--- config.mk ---
export PLATFORM = sky130hd
export DESIGN_NAME = c_result_streamer_flat
export DESIGN_NICKNAME = d
export VERILOG_FILES = /design/src/rtl/mm_pkg.sv /design/src/rtl/c_result_streamer_if.sv /design/src/rtl/result_skid_fifo.sv /design/src/rtl/c_result_streamer.sv /design/src/flat_wrapper.sv
export SDC_FILE = /design/constraint.sdc
export NUM_CORES = 1
export LEC_CHECK = 0
export BUFFER_PORTS_ARGS = -buffer_cell sky130_fd_sc_hd__clkbuf_2
export CORE_AREA = 2 2 280 282
export DETAILED_ROUTE_END_ITERATION = 7
export DIE_AREA = 0 0 282 284
export GPL_TIMING_DRIVEN = 1
export PLACE_DENSITY = 0.46
export SLEW_MARGIN = 20
export SYNTH_ARGS = -nofsm -noshare
export SYNTH_HDL_FRONTEND = slang
export SYNTH_SLANG_ARGS = --single-unit
--- constraint.sdc ---
create_clock -name clk -period 6.65 [get_ports clk]
set_input_delay 1.33 -clock clk [delete_from_list [all_inputs] [get_ports clk]]
set_output_delay 1.33 -clock clk [all_outputs]
set_load 0.05 [all_outputs]
--- src/rtl/mm_pkg.sv ---
// Shared constants, streamer state encoding and the requantization helper
// used by the result streamer.
package mm_pkg;
  localparam int T    = 16;
  localparam int W    = 8;
  localparam int ACCW = 32;

  typedef enum logic [1:0] {
    IDLE   = 2'd0,
    STREAM = 2'd1,
    FLUSH  = 2'd2,
    DONE   = 2'd3
  } streamer_state_t;

  // Round-half-up arithmetic shift, one guard bit wide so the rounding add
  // cannot wrap, then clamp into the signed W-bit range.
  function automatic logic signed [W-1:0] sat_round(input logic signed [ACCW-1:0] acc,
                                                    input logic [4:0] shamt);
    logic signed [ACCW:0] ext;
    logic signed [ACCW:0] rnd;
    logic signed [ACCW:0] r;
    logic signed [ACCW:0] qmax;
    logic signed [ACCW:0] qmin;
    ext  = {acc[ACCW-1], acc};
    rnd  = '0;
    if (shamt != 5'd0) rnd = (ACCW+1)'(1) <<< (shamt - 5'd1);
    r    = (ext + rnd) >>> shamt;
    qmax = (ACCW+1)'((2 ** (W-1)) - 1);
    qmin = (ACCW+1)'(-(2 ** (W-1)));
    if (r > qmax)      sat_round = {1'b0, {(W-1){1'b1}}};
    else if (r < qmin) sat_round = {1'b1, {(W-1){1'b0}}};
    else               sat_round = r[W-1:0];
  endfunction
endpackage

--- src/rtl/c_result_streamer_if.sv ---
// Output beat stream of the result streamer: valid/ready plus raw value,
// requantized value and element coordinates.
interface c_result_streamer_if #(
  parameter int T    = mm_pkg::T,
  parameter int W    = mm_pkg::W,
  parameter int ACCW = mm_pkg::ACCW
);
  localparam int RW = (T > 1) ? $clog2(T) : 1;

  logic                   valid;
  logic                   ready;
  logic signed [ACCW-1:0] data;
  logic signed [W-1:0]    q;
  logic [RW-1:0]          row;
  logic [RW-1:0]          col;
  logic                   last;

  modport master (output valid, data, q, row, col, last, input ready);
  modport slave  (input valid, data, q, row, col, last, output ready);
endinterface

--- src/rtl/result_skid_fifo.sv ---
// Two-entry registered FIFO holding packed output beats; only the pointers
// and occupancy are reset, the storage is plain data.
module result_skid_fifo #(
  parameter int DW = 8
)(
  input  logic          clk,
  input  logic          rst,
  input  logic          push,
  input  logic          pop,
  input  logic [DW-1:0] wdata,
  output logic [DW-1:0] rdata,
  output logic [1:0]    count
);
  logic [DW-1:0] mem_q [2];
  logic          wr_ptr;
  logic          rd_ptr;
  logic [1:0]    cnt;

  always_ff @(posedge clk) begin
    if (rst) begin
      wr_ptr <= 1'b0;
      rd_ptr <= 1'b0;
      cnt    <= 2'd0;
    end else begin
      if (push) wr_ptr <= ~wr_ptr;
      if (pop)  rd_ptr <= ~rd_ptr;
      cnt <= cnt + {1'b0, push} - {1'b0, pop};
    end
  end

  always_ff @(posedge clk) begin
    if (push) mem_q[wr_ptr] <= wdata;
  end

  assign rdata = mem_q[rd_ptr];
  assign count = cnt;
endmodule

--- src/rtl/c_result_streamer.sv ---
// Reads a T x T accumulator tile from BRAM C in row-major order and streams
// each element out with its requantized copy over a valid/ready interface.
module c_result_streamer #(
  parameter int T       = mm_pkg::T,
  parameter int W       = mm_pkg::W,
  parameter int ACCW    = mm_pkg::ACCW,
  parameter int BRAM_AW = 8
)(
  input  logic                        clk,
  input  logic                        rst,
  input  logic                        start,
  input  logic [4:0]                  shift_amt,
  output logic                        busy,
  output logic                        done,
  output logic [T-1:0]                bram_c_en,
  output logic [T-1:0][BRAM_AW-1:0]   bram_c_addr,
  input  logic [T-1:0][ACCW-1:0]      bram_c_rdata,
  c_result_streamer_if.master         m
);
  import mm_pkg::*;

  localparam int RW = (T > 1) ? $clog2(T) : 1;
  localparam int BW = ACCW + W + 2 * RW + 1;
  localparam logic [1:0] ST_IDLE   = IDLE;
  localparam logic [1:0] ST_STREAM = STREAM;
  localparam logic [1:0] ST_FLUSH  = FLUSH;
  localparam logic [1:0] ST_DONE   = DONE;

  logic [1:0]          state;
  logic [4:0]          shamt;
  logic [RW-1:0]       row_p0, col_p0;
  logic [RW-1:0]       row_p1, col_p1;
  logic                last_p1, vld_p1;
  logic                issue, last_issue, pop;
  logic [2:0]          occ;
  logic [1:0]          fifo_count;
  logic [BW-1:0]       fifo_wdata, fifo_rdata;
  logic signed [W-1:0] q_p1;
  logic [ACCW-1:0]     head_data;
  logic [W-1:0]        head_q;
  logic [RW-1:0]       head_row, head_col;
  logic                head_last;

  assign pop        = m.valid & m.ready;
  // Reads in flight count as occupied slots so the 2-deep FIFO never overflows.
  assign occ        = {1'b0, fifo_count} + {2'b00, vld_p1} - {2'b00, pop};
  assign issue      = (state == ST_STREAM) && (occ < 3'd2);
  assign last_issue = (row_p0 == RW'(T - 1)) && (col_p0 == RW'(T - 1));
  assign busy       = (state != ST_IDLE);
  assign done       = (state == ST_DONE);

  always_comb begin
    bram_c_en   = '0;
    bram_c_addr = '0;
    if (issue) begin
      bram_c_en[row_p0]   = 1'b1;
      bram_c_addr[row_p0] = BRAM_AW'(col_p0);
    end
  end

  // p0: read issue and row/col walk
  always_ff @(posedge clk) begin
    if (rst) begin
      state  <= ST_IDLE;
      shamt  <= 5'd0;
      row_p0 <= '0;
      col_p0 <= '0;
      vld_p1 <= 1'b0;
    end else begin
      vld_p1 <= issue;
      if (issue) begin
        if (col_p0 == RW'(T - 1)) begin
          col_p0 <= '0;
          row_p0 <= row_p0 + 1'b1;
        end else begin
          col_p0 <= col_p0 + 1'b1;
        end
      end
      case (state)
        ST_IDLE: if (start) begin
          shamt  <= shift_amt;
          row_p0 <= '0;
          col_p0 <= '0;
          state  <= ST_STREAM;
        end
        ST_STREAM: if (issue && last_issue) state <= ST_FLUSH;
        ST_FLUSH:  if (!vld_p1 && (fifo_count == {1'b0, pop})) state <= ST_DONE;
        default:   state <= ST_IDLE;
      endcase
    end
  end

  always_ff @(posedge clk) begin
    if (issue) begin
      row_p1  <= row_p0;
      col_p1  <= col_p0;
      last_p1 <= last_issue;
    end
  end

  // p1: BRAM data returns, requantize and enqueue
  assign q_p1       = W'(sat_round(bram_c_rdata[row_p1], shamt));
  assign fifo_wdata = {last_p1, row_p1, col_p1, q_p1, bram_c_rdata[row_p1]};

  result_skid_fifo #(.DW(BW)) u_fifo (
    .clk   (clk),
    .rst   (rst),
    .push  (vld_p1),
    .pop   (pop),
    .wdata (fifo_wdata),
    .rdata (fifo_rdata),
    .count (fifo_count)
  );

  // p2: FIFO head drives the stream; fields read zero while empty
  assign {head_last, head_row, head_col, head_q, head_data} = fifo_rdata;
  assign m.valid = (fifo_count != 2'd0);
  assign m.data  = m.valid ? head_data : '0;
  assign m.q     = m.valid ? head_q    : '0;
  assign m.row   = m.valid ? head_row  : '0;
  assign m.col   = m.valid ? head_col  : '0;
  assign m.last  = m.valid & head_last;
endmodule
--- src/flat_wrapper.sv ---
// flat-port wrapper written by rule: the top's interface ports become plain ports
module c_result_streamer_flat import mm_pkg::*;
#(
  parameter int T       = mm_pkg::T,
  parameter int W       = mm_pkg::W,
  parameter int ACCW    = mm_pkg::ACCW,
  parameter int BRAM_AW = 8
)
  (clk, rst, start, shift_amt, busy, done, bram_c_en, bram_c_addr, bram_c_rdata, m_valid, m_data, m_q, m_row, m_col, m_last, m_ready);
  c_result_streamer_if #(.T(T), .W(W), .ACCW(ACCW)) m_i ();
  input  logic clk;
  input  logic rst;
  input  logic start;
  input  logic [4:0] shift_amt;
  output logic busy;
  output logic done;
  output logic [T-1:0] bram_c_en;
  output logic [T-1:0][BRAM_AW-1:0] bram_c_addr;
  input  logic [T-1:0][ACCW-1:0] bram_c_rdata;
  output wire logic [$bits(m_i.valid)-1:0] m_valid;
  output wire logic [$bits(m_i.data)-1:0] m_data;
  output wire logic [$bits(m_i.q)-1:0] m_q;
  output wire logic [$bits(m_i.row)-1:0] m_row;
  output wire logic [$bits(m_i.col)-1:0] m_col;
  output wire logic [$bits(m_i.last)-1:0] m_last;
  input wire logic [$bits(m_i.ready)-1:0] m_ready;
  assign m_valid = m_i.valid;
  assign m_data = m_i.data;
  assign m_q = m_i.q;
  assign m_row = m_i.row;
  assign m_col = m_i.col;
  assign m_last = m_i.last;
  assign m_i.ready = m_ready;
  c_result_streamer #(.T(T), .W(W), .ACCW(ACCW), .BRAM_AW(BRAM_AW)) u_core (.clk(clk), .rst(rst), .start(start), .shift_amt(shift_amt), .busy(busy), .done(done), .bram_c_en(bram_c_en), .bram_c_addr(bram_c_addr), .bram_c_rdata(bram_c_rdata), .m(m_i));
endmodule
==> results.yml, run 1 <==
outcome:
  status: "completed"
critical_path:
  cp_cell_sequence: "clkbuf_2, mux4_2, mux4_2, ha_4, nand4_1, nor3_4, nand2_2, a2111oi_4, buf_4, mux2i_1, and3_1, mux4_2, buf_4, a221oi_4, inv_1, or4_4, o41ai_4, buf_4, o21ai_1"
  r2r_start: "u_core.row_p1[0]"
  cpPeakStageDelay_ns: 0.62
  rr_endpoint: "u_core.u_fifo.mem_q[1][32]"
  worstSetupPathType: "in2reg"
  required_ns: 6.83
  endpoint_kind: "flop"
  worst_path_max_delay_cell: "mux4_2"
  cp.arrival_ns: 6.69
  critPathLaunchType: "input port"
  rr_worst_depth: 20
  rrSetupSlack_ns: 0.20
  critical_path.max_fanout: 8
drt:
  firstDrtPassIters: 8
  drtIter0Drc: 1556
  ant_nets: 0
  via_per_inst: 4.941
  routed_wl_um: 103100
  wl_per_cell_um: 30.50
  vias: 16700
  drc: 0
finish:
  final_common_cell: "clkbuf_2"
  layout_common_cells: "clkbuf_2, buf_4, nor2_1, mux4_2, edfxtp_1"
  fill_cells: 8330
  fin_area_sq_um: 21760
  syn2layout_area_growth_pct: 51.22
  drive_gt1_share_pct: 53.60
  nets: 2871
  final_cell_count_no_fill: 3379
  multi_input_area_sq_um: 10240
  regArea_sq_um: 3637
global_routing:
  grt_usage_pct: 24.98
  grt_max_degree: 50
  overflow: 0
  antenna_found_initial: 63
  grt_pass1_vias: 16140
  grt-busiest-layer: "met2"
  grtUsageMet2_pct: 37.54
  grt_pass1_wl_um: 135600
  met3_usage_pct: 8.991
  met1_usage_pct: 33.68
clocking:
  cts_buffers: 17
  postCtsHoldBufs: 0
  clkSlewWorstSetupHoldPaths_ns: 0.06
  clock_path_buffers: 2
  cts-root-buf: "clkbuf_16"
  h-tree-depth: 4
  cts.sinks: 128
  cts_tree: "yes"
  insertion_delay_ns: 0.45
power:
  switching_share_pct: 49.96
  p_comb_share_pct: 78.1
  internal_power_mw: 5.034
  p_leak_nw: 9.611
  clock_power_share_pct: 9.5
  total_power_mw: 10.06
  power_switching_mw: 5.027
  p_per_area_nw_per_um2: 462.4
  vdd_drop_max_v: 0.0001870
  power.share.sequential_pct: 12.4
placement:
  place_inst: 3319
  postPlaceCellArea_sq_um: 20790
  gp_congestion: 0.9628
  placement.io_buffers: 652
  place_hpwl_um: 90900
floorplanning:
  die_h_um: 284
  start_util_pct: 18.70
  die_width_um: 282
  coreArea_sq_um: 76960
  ios: 717
  dieArea_sq_um: 80090
  placementRows: 102
yosys:
  ys_seq_area_share_pct: 25.25
  syn-cell-area_sq_um: 14390
  avgSynthCellArea_sq_um: 10.03
  ys_types: 77
  synth.ff_latch_count: 128
  yosysWarnings: 0
  async_flop_share_pct: 0
  synth-main-ff-cell: "edfxtp_1"
  synth_edf_count: 107
  synthCells: 1435
timing:
  slew_headroom_pct: 31.12
  clock_skew_ns: 0.01182
  maxSlewViolCount: 0
  hold_ws_ns: 0.4490
  period_share_pct: 97.91
  period_needed_ns: 6.511
  max_freq_ghz: 0.1536
  hold_viol_final: 0
  setup_violations: 0
  worst_pin_slew_ns: 1.029
  finalSetupTns_ns: 0
worst_hold_path:
  whs_path_depth: 0
  hold_path_class: "reg2reg"
  whs_endpoint: "u_core.u_fifo.mem_q[0][41]"
  hp-start: "u_core.col_p1[1]"
job:
  maxCapViolCount: 0
==> cell usage after synthesis, drive strengths merged, types with 7 or more instances <==
cell    number  area, sq um
clkbuf      89        334.1
a221oi      10        106.4
mux4       166         3739
a211oi      27        202.7
nand2      105        394.1
ha          44        550.5
a22oi       14        105.1
a21o         9        67.56
and4         7        61.31
and3        52        325.3
and2        39        244.0
buf         98        621.9
a21oi       72        360.4
nand3       23        127.6
nor4         8        50.05
mux2i       81        810.8
o31ai        8        65.06
o21ai       54        270.3
nand4       14        87.58
nor3        20        105.1
inv         24        92.59
dfxtp       21        420.4
o22ai       11        68.82
xnor2       20        175.2
nor2       185        694.4
a31oi        7        43.79
o221ai       7        61.31
mux2         8        90.09
o211ai      18        135.1
edfxtp     107         3213
xor2        17        148.9
==> how the worst max path moves through the flow <==
stage / end / slack, ns / start / cells past startpoint
3_5_place_dp: u_core.u_fifo.mem_q[1][37] / -0.68 / bram_c_rdata[492] / 20
3_3_place_gp: u_core.u_fifo.mem_q[0][35] / -0.63 / bram_c_rdata[492] / 20
6_report: u_core.u_fifo.mem_q[1][32] / 0.14 / bram_c_rdata[464] / 19
4_1_cts: u_core.u_fifo.mem_q[0][37] / 0.003 / bram_c_rdata[492] / 18
5_1_grt: u_core.u_fifo.mem_q[1][35] / -0.02 / bram_c_rdata[480] / 21
2_1_floorplan: u_core.u_fifo.mem_q[0][32] / 0.21 / u_core.row_p1[0] / 20
==> flip-flops by register name, summed over array words and instances, names as in the netlist, 2 cells and up, named ones only <==
signal / cells
u_core.state: 2
u_core.u_fifo.mem_q: 98
u_core.row_p0: 4
u_core.col_p0: 4
u_core.row_p1: 4
u_core.shamt: 5
u_core.col_p1: 4
u_core.u_fifo.count: 2
==> repair_timing <==
item	CTS	global route
setup buffers	1	5
pin swaps	1	5
gates resized for setup	7	52
endpoints found under the setup margin	14	14
==> power by group through the flow <==
stage	registers (mW)	clock network [mW]	logic (mW)
floorplan	1.20	0	4.05
global placement	1.25	0	7.62
detailed placement	1.26	0	7.62
CTS	1.24	0.974	7.66
global route	1.26	1.00	8.32
finish	1.25	0.957	7.86
==> layout make-up <==
| cell class | count | area share (%) |
|---|---|---|
| antenna | 22 | 0.2530 |
| inverter | 26 | 0.4601 |
| tap | 1040 | 5.981 |
| clock buffer | 19 | 2.088 |
| timing repair buffer | 973 | 26.84 |
| multi-input combinational | 1158 | 47.08 |
| sequential | 128 | 16.72 |
| clock inverter | 13 | 0.5808 |
==> cells by family (layout without fill, tap and decap cells) <==
kind of cell    after synthesis  after routing  synth area share (%)
simple gates                479            479                 15.87
buf+inv                     213           1031                 7.340
fa+ha+maj                    46             46                 4.105
xor+xnor                     37             37                 2.252
other cells                   1             87               0.02606
flops                       128            128                 25.25
mux                         255            255                 32.25
compound gates              276            276                 12.91
==> routing by layer <==
layer  wire length (um)  up-vias
li1                   -     7222
met1              43570     8354
met2              45220      947
met3              11630      123
met4               2357       50
met5                295        -
==> metrics by stage <==
step / util [%] / setup WS (ns)
3_3_place_gp: 27.01 / -0.6256
4_1_cts: 27.82 / 0.003460
5_1_grt: 28.22 / -0.02422
3_5_place_dp: 27.02 / -0.6750
6_report: 28.27 / 0.1388
2_1_floorplan: - / 0.2141
==> critical path, delay by kind of cell <==
family,cells,cell delay [ns]
buffers and inverters,5,0.78
adders and majority gates,1,0.37
and+or+nand+nor,5,1.38
muxes,4,1.76
AOI/OAI and AO/OA,4,1.07
(Power assumes the default switching activity.)
==> run 2, diff against run 1 <==
Settings changed: MAX_ROUTING_LAYER from default to met4.
==> run 2 against run 1 <==
Cell area shrank 0.41%. Via count down 1.3%. Critical path depth is 1 lower. Clock skew about the same. Register-to-register slack got worse by 0.06 ns. Worst setup slack worse by 0.074 ns. Largest power group unchanged.
==> results.yml, run 2 (synthesized netlist as in run 1, its figures left out) <==
outcome:
  status: "completed"
timing:
  maxSlewViolCount: 0
  max_freq_ghz: 0.1519
  hold_ws_ns: 0.4441
  worst_pin_slew_ns: 1.082
  period_share_pct: 99.03
  period_needed_ns: 6.585
  setup_violations: 0
  hold_viol_final: 0
  clock_skew_ns: 0.01133
  slew_headroom_pct: 27.61
floorplanning:
  coreArea_sq_um: 76960
  dieArea_sq_um: 80090
  start_util_pct: 18.70
  ios: 717
  die_width_um: 282
  placementRows: 102
  die_h_um: 284
global_routing:
  grt_usage_pct: 25.88
  overflow: 0
  grt_pass1_vias: 16010
  grt_pass1_wl_um: 137100
  antenna_found_initial: 65
  grt_max_degree: 50
clocking:
  insertion_delay_ns: 0.46
  cts.sinks: 128
  clkSlewWorstSetupHoldPaths_ns: 0.07
  clock_path_buffers: 2
  cts-root-buf: "clkbuf_16"
  cts_tree: "yes"
  cts_buffers: 17
  h-tree-depth: 4
drt:
  drtIter0Drc: 1454
  wl_per_cell_um: 30.74
  ant_nets: 0
  drc: 0
  firstDrtPassIters: 7
  vias: 16470
  routed_wl_um: 103700
  via_per_inst: 4.882
critical_path:
  rrSetupSlack_ns: 0.14
  critical_path.max_fanout: 7
  endpoint_kind: "flop"
  required_ns: 6.93
  cp.arrival_ns: 6.87
  worstSetupPathType: "in2reg"
  critPathLaunchType: "input port"
finish:
  final_common_cell: "clkbuf_2"
  multi_input_area_sq_um: 10250
  regArea_sq_um: 3638
  largest_reg_flops: 98
  drive_gt1_share_pct: 52.92
  fill_cells: 8303
  syn2layout_area_growth_pct: 50.60
  top_regs: "u_core.u_fifo.mem_q x98, u_core.shamt x5"
  layout_common_cells: "clkbuf_2, buf_4, nor2_1, mux4_2, edfxtp_1"
  nets: 2852
  regMostFlops: "u_core.u_fifo.mem_q"
placement:
  place_hpwl_um: 91080
  gp_congestion: 0.9939
  placement.io_buffers: 652
worst_hold_path:
  hold_path_class: "reg2reg"
power:
  p_per_area_nw_per_um2: 462.0
  total_power_mw: 10.01
  vdd_drop_max_v: 0.0001890
  p_leak_nw: 9.509
job:
  maxCapViolCount: 0
-- run 2: final cells by class --
class	count	area share, %
Antenna cell	36	0.4158
Clock buffer	17	1.963
Clock inverter	15	0.6756
Inverter	26	0.4619
Multi-Input combinational cell	1158	47.29
Sequential cell	128	16.79
Tap cell	1040	6.005
Timing Repair Buffer	954	26.40
-- run 2: through the flow --
step	utilization, %	setup TNS (ns)	area [sq um]	std cells	setup slack, ns
3_5_place_dp	26.89	-8.458	20700	3305	-0.6534
3_3_place_gp	26.89	-10.03	20700	3305	-0.7253
2_1_floorplan	-	0	14630	1499	0.2141
6_report	28.16	0	21670	3374	0.06468
4_1_cts	27.70	0	21310	3337	0.007375
5_1_grt	28.15	-0.002420	21660	3371	-0.002420
-- run 2: path summary, 6_finish.rpt --
| check | from | endpoint | depth (start not counted) |
|---|---|---|---|
| hold / removal | u_core.last_p1 | u_core.u_fifo.mem_q[1][48] | 0 |
| setup / recovery | bram_c_rdata[84] | u_core.u_fifo.mem_q[1][32] | 18 |
| hold reg to reg | u_core.last_p1 | u_core.u_fifo.mem_q[1][48] | 0 |
| setup reg to reg | u_core.row_p1[0] | u_core.u_fifo.mem_q[1][32] | 19 |
-- run 2: worst max-delay path, stage by stage --
cell,delay [ns]
clkbuf_2,0.22
mux4_2,0.51
mux4_2,0.57
ha_4,0.36
nand4_1,0.20
buf_4,0.22
nor2_1,0.16
a22oi_2,0.13
buf_4,0.16
and4_1,0.16
nor3_1,0.73
mux4_2,0.46
mux2i_1,0.12
mux2_2,0.31
nor4b_2,0.30
a31oi_1,0.12
o41a_1,0.54
o21ai_1,0.24
-- run 2: where the power goes --
part	switching (mW)	total [mW]	leakage, nW	internal, mW
clock	0.446	0.942	0.270	0.496
sequential	0.106	1.25	1.14	1.14
combinational	4.51	7.82	8.10	3.31
-- run 2: timing repair --
item                       4_1_cts  5_1_grt
setup endpoints to repair       14       14
hold buffers                     0        0
gates resized for setup         11       42
buffers inserted                 0        1
pin swaps                        1        9
-- run 2: metal layers --
| layer | share of wire (%) | up-vias | GRT usage, % | wire (um) |
|---|---|---|---|---|
| met5 | 0 | - | - | 0 |
| met4 | 1.6 | 0 | 4.468 | 1653 |
| met3 | 10 | 63 | 7.435 | 10560 |
| met2 | 44 | 883 | 38.46 | 45760 |
| met1 | 44 | 8337 | 35.11 | 45730 |
| li1 | - | 7189 | - | - |
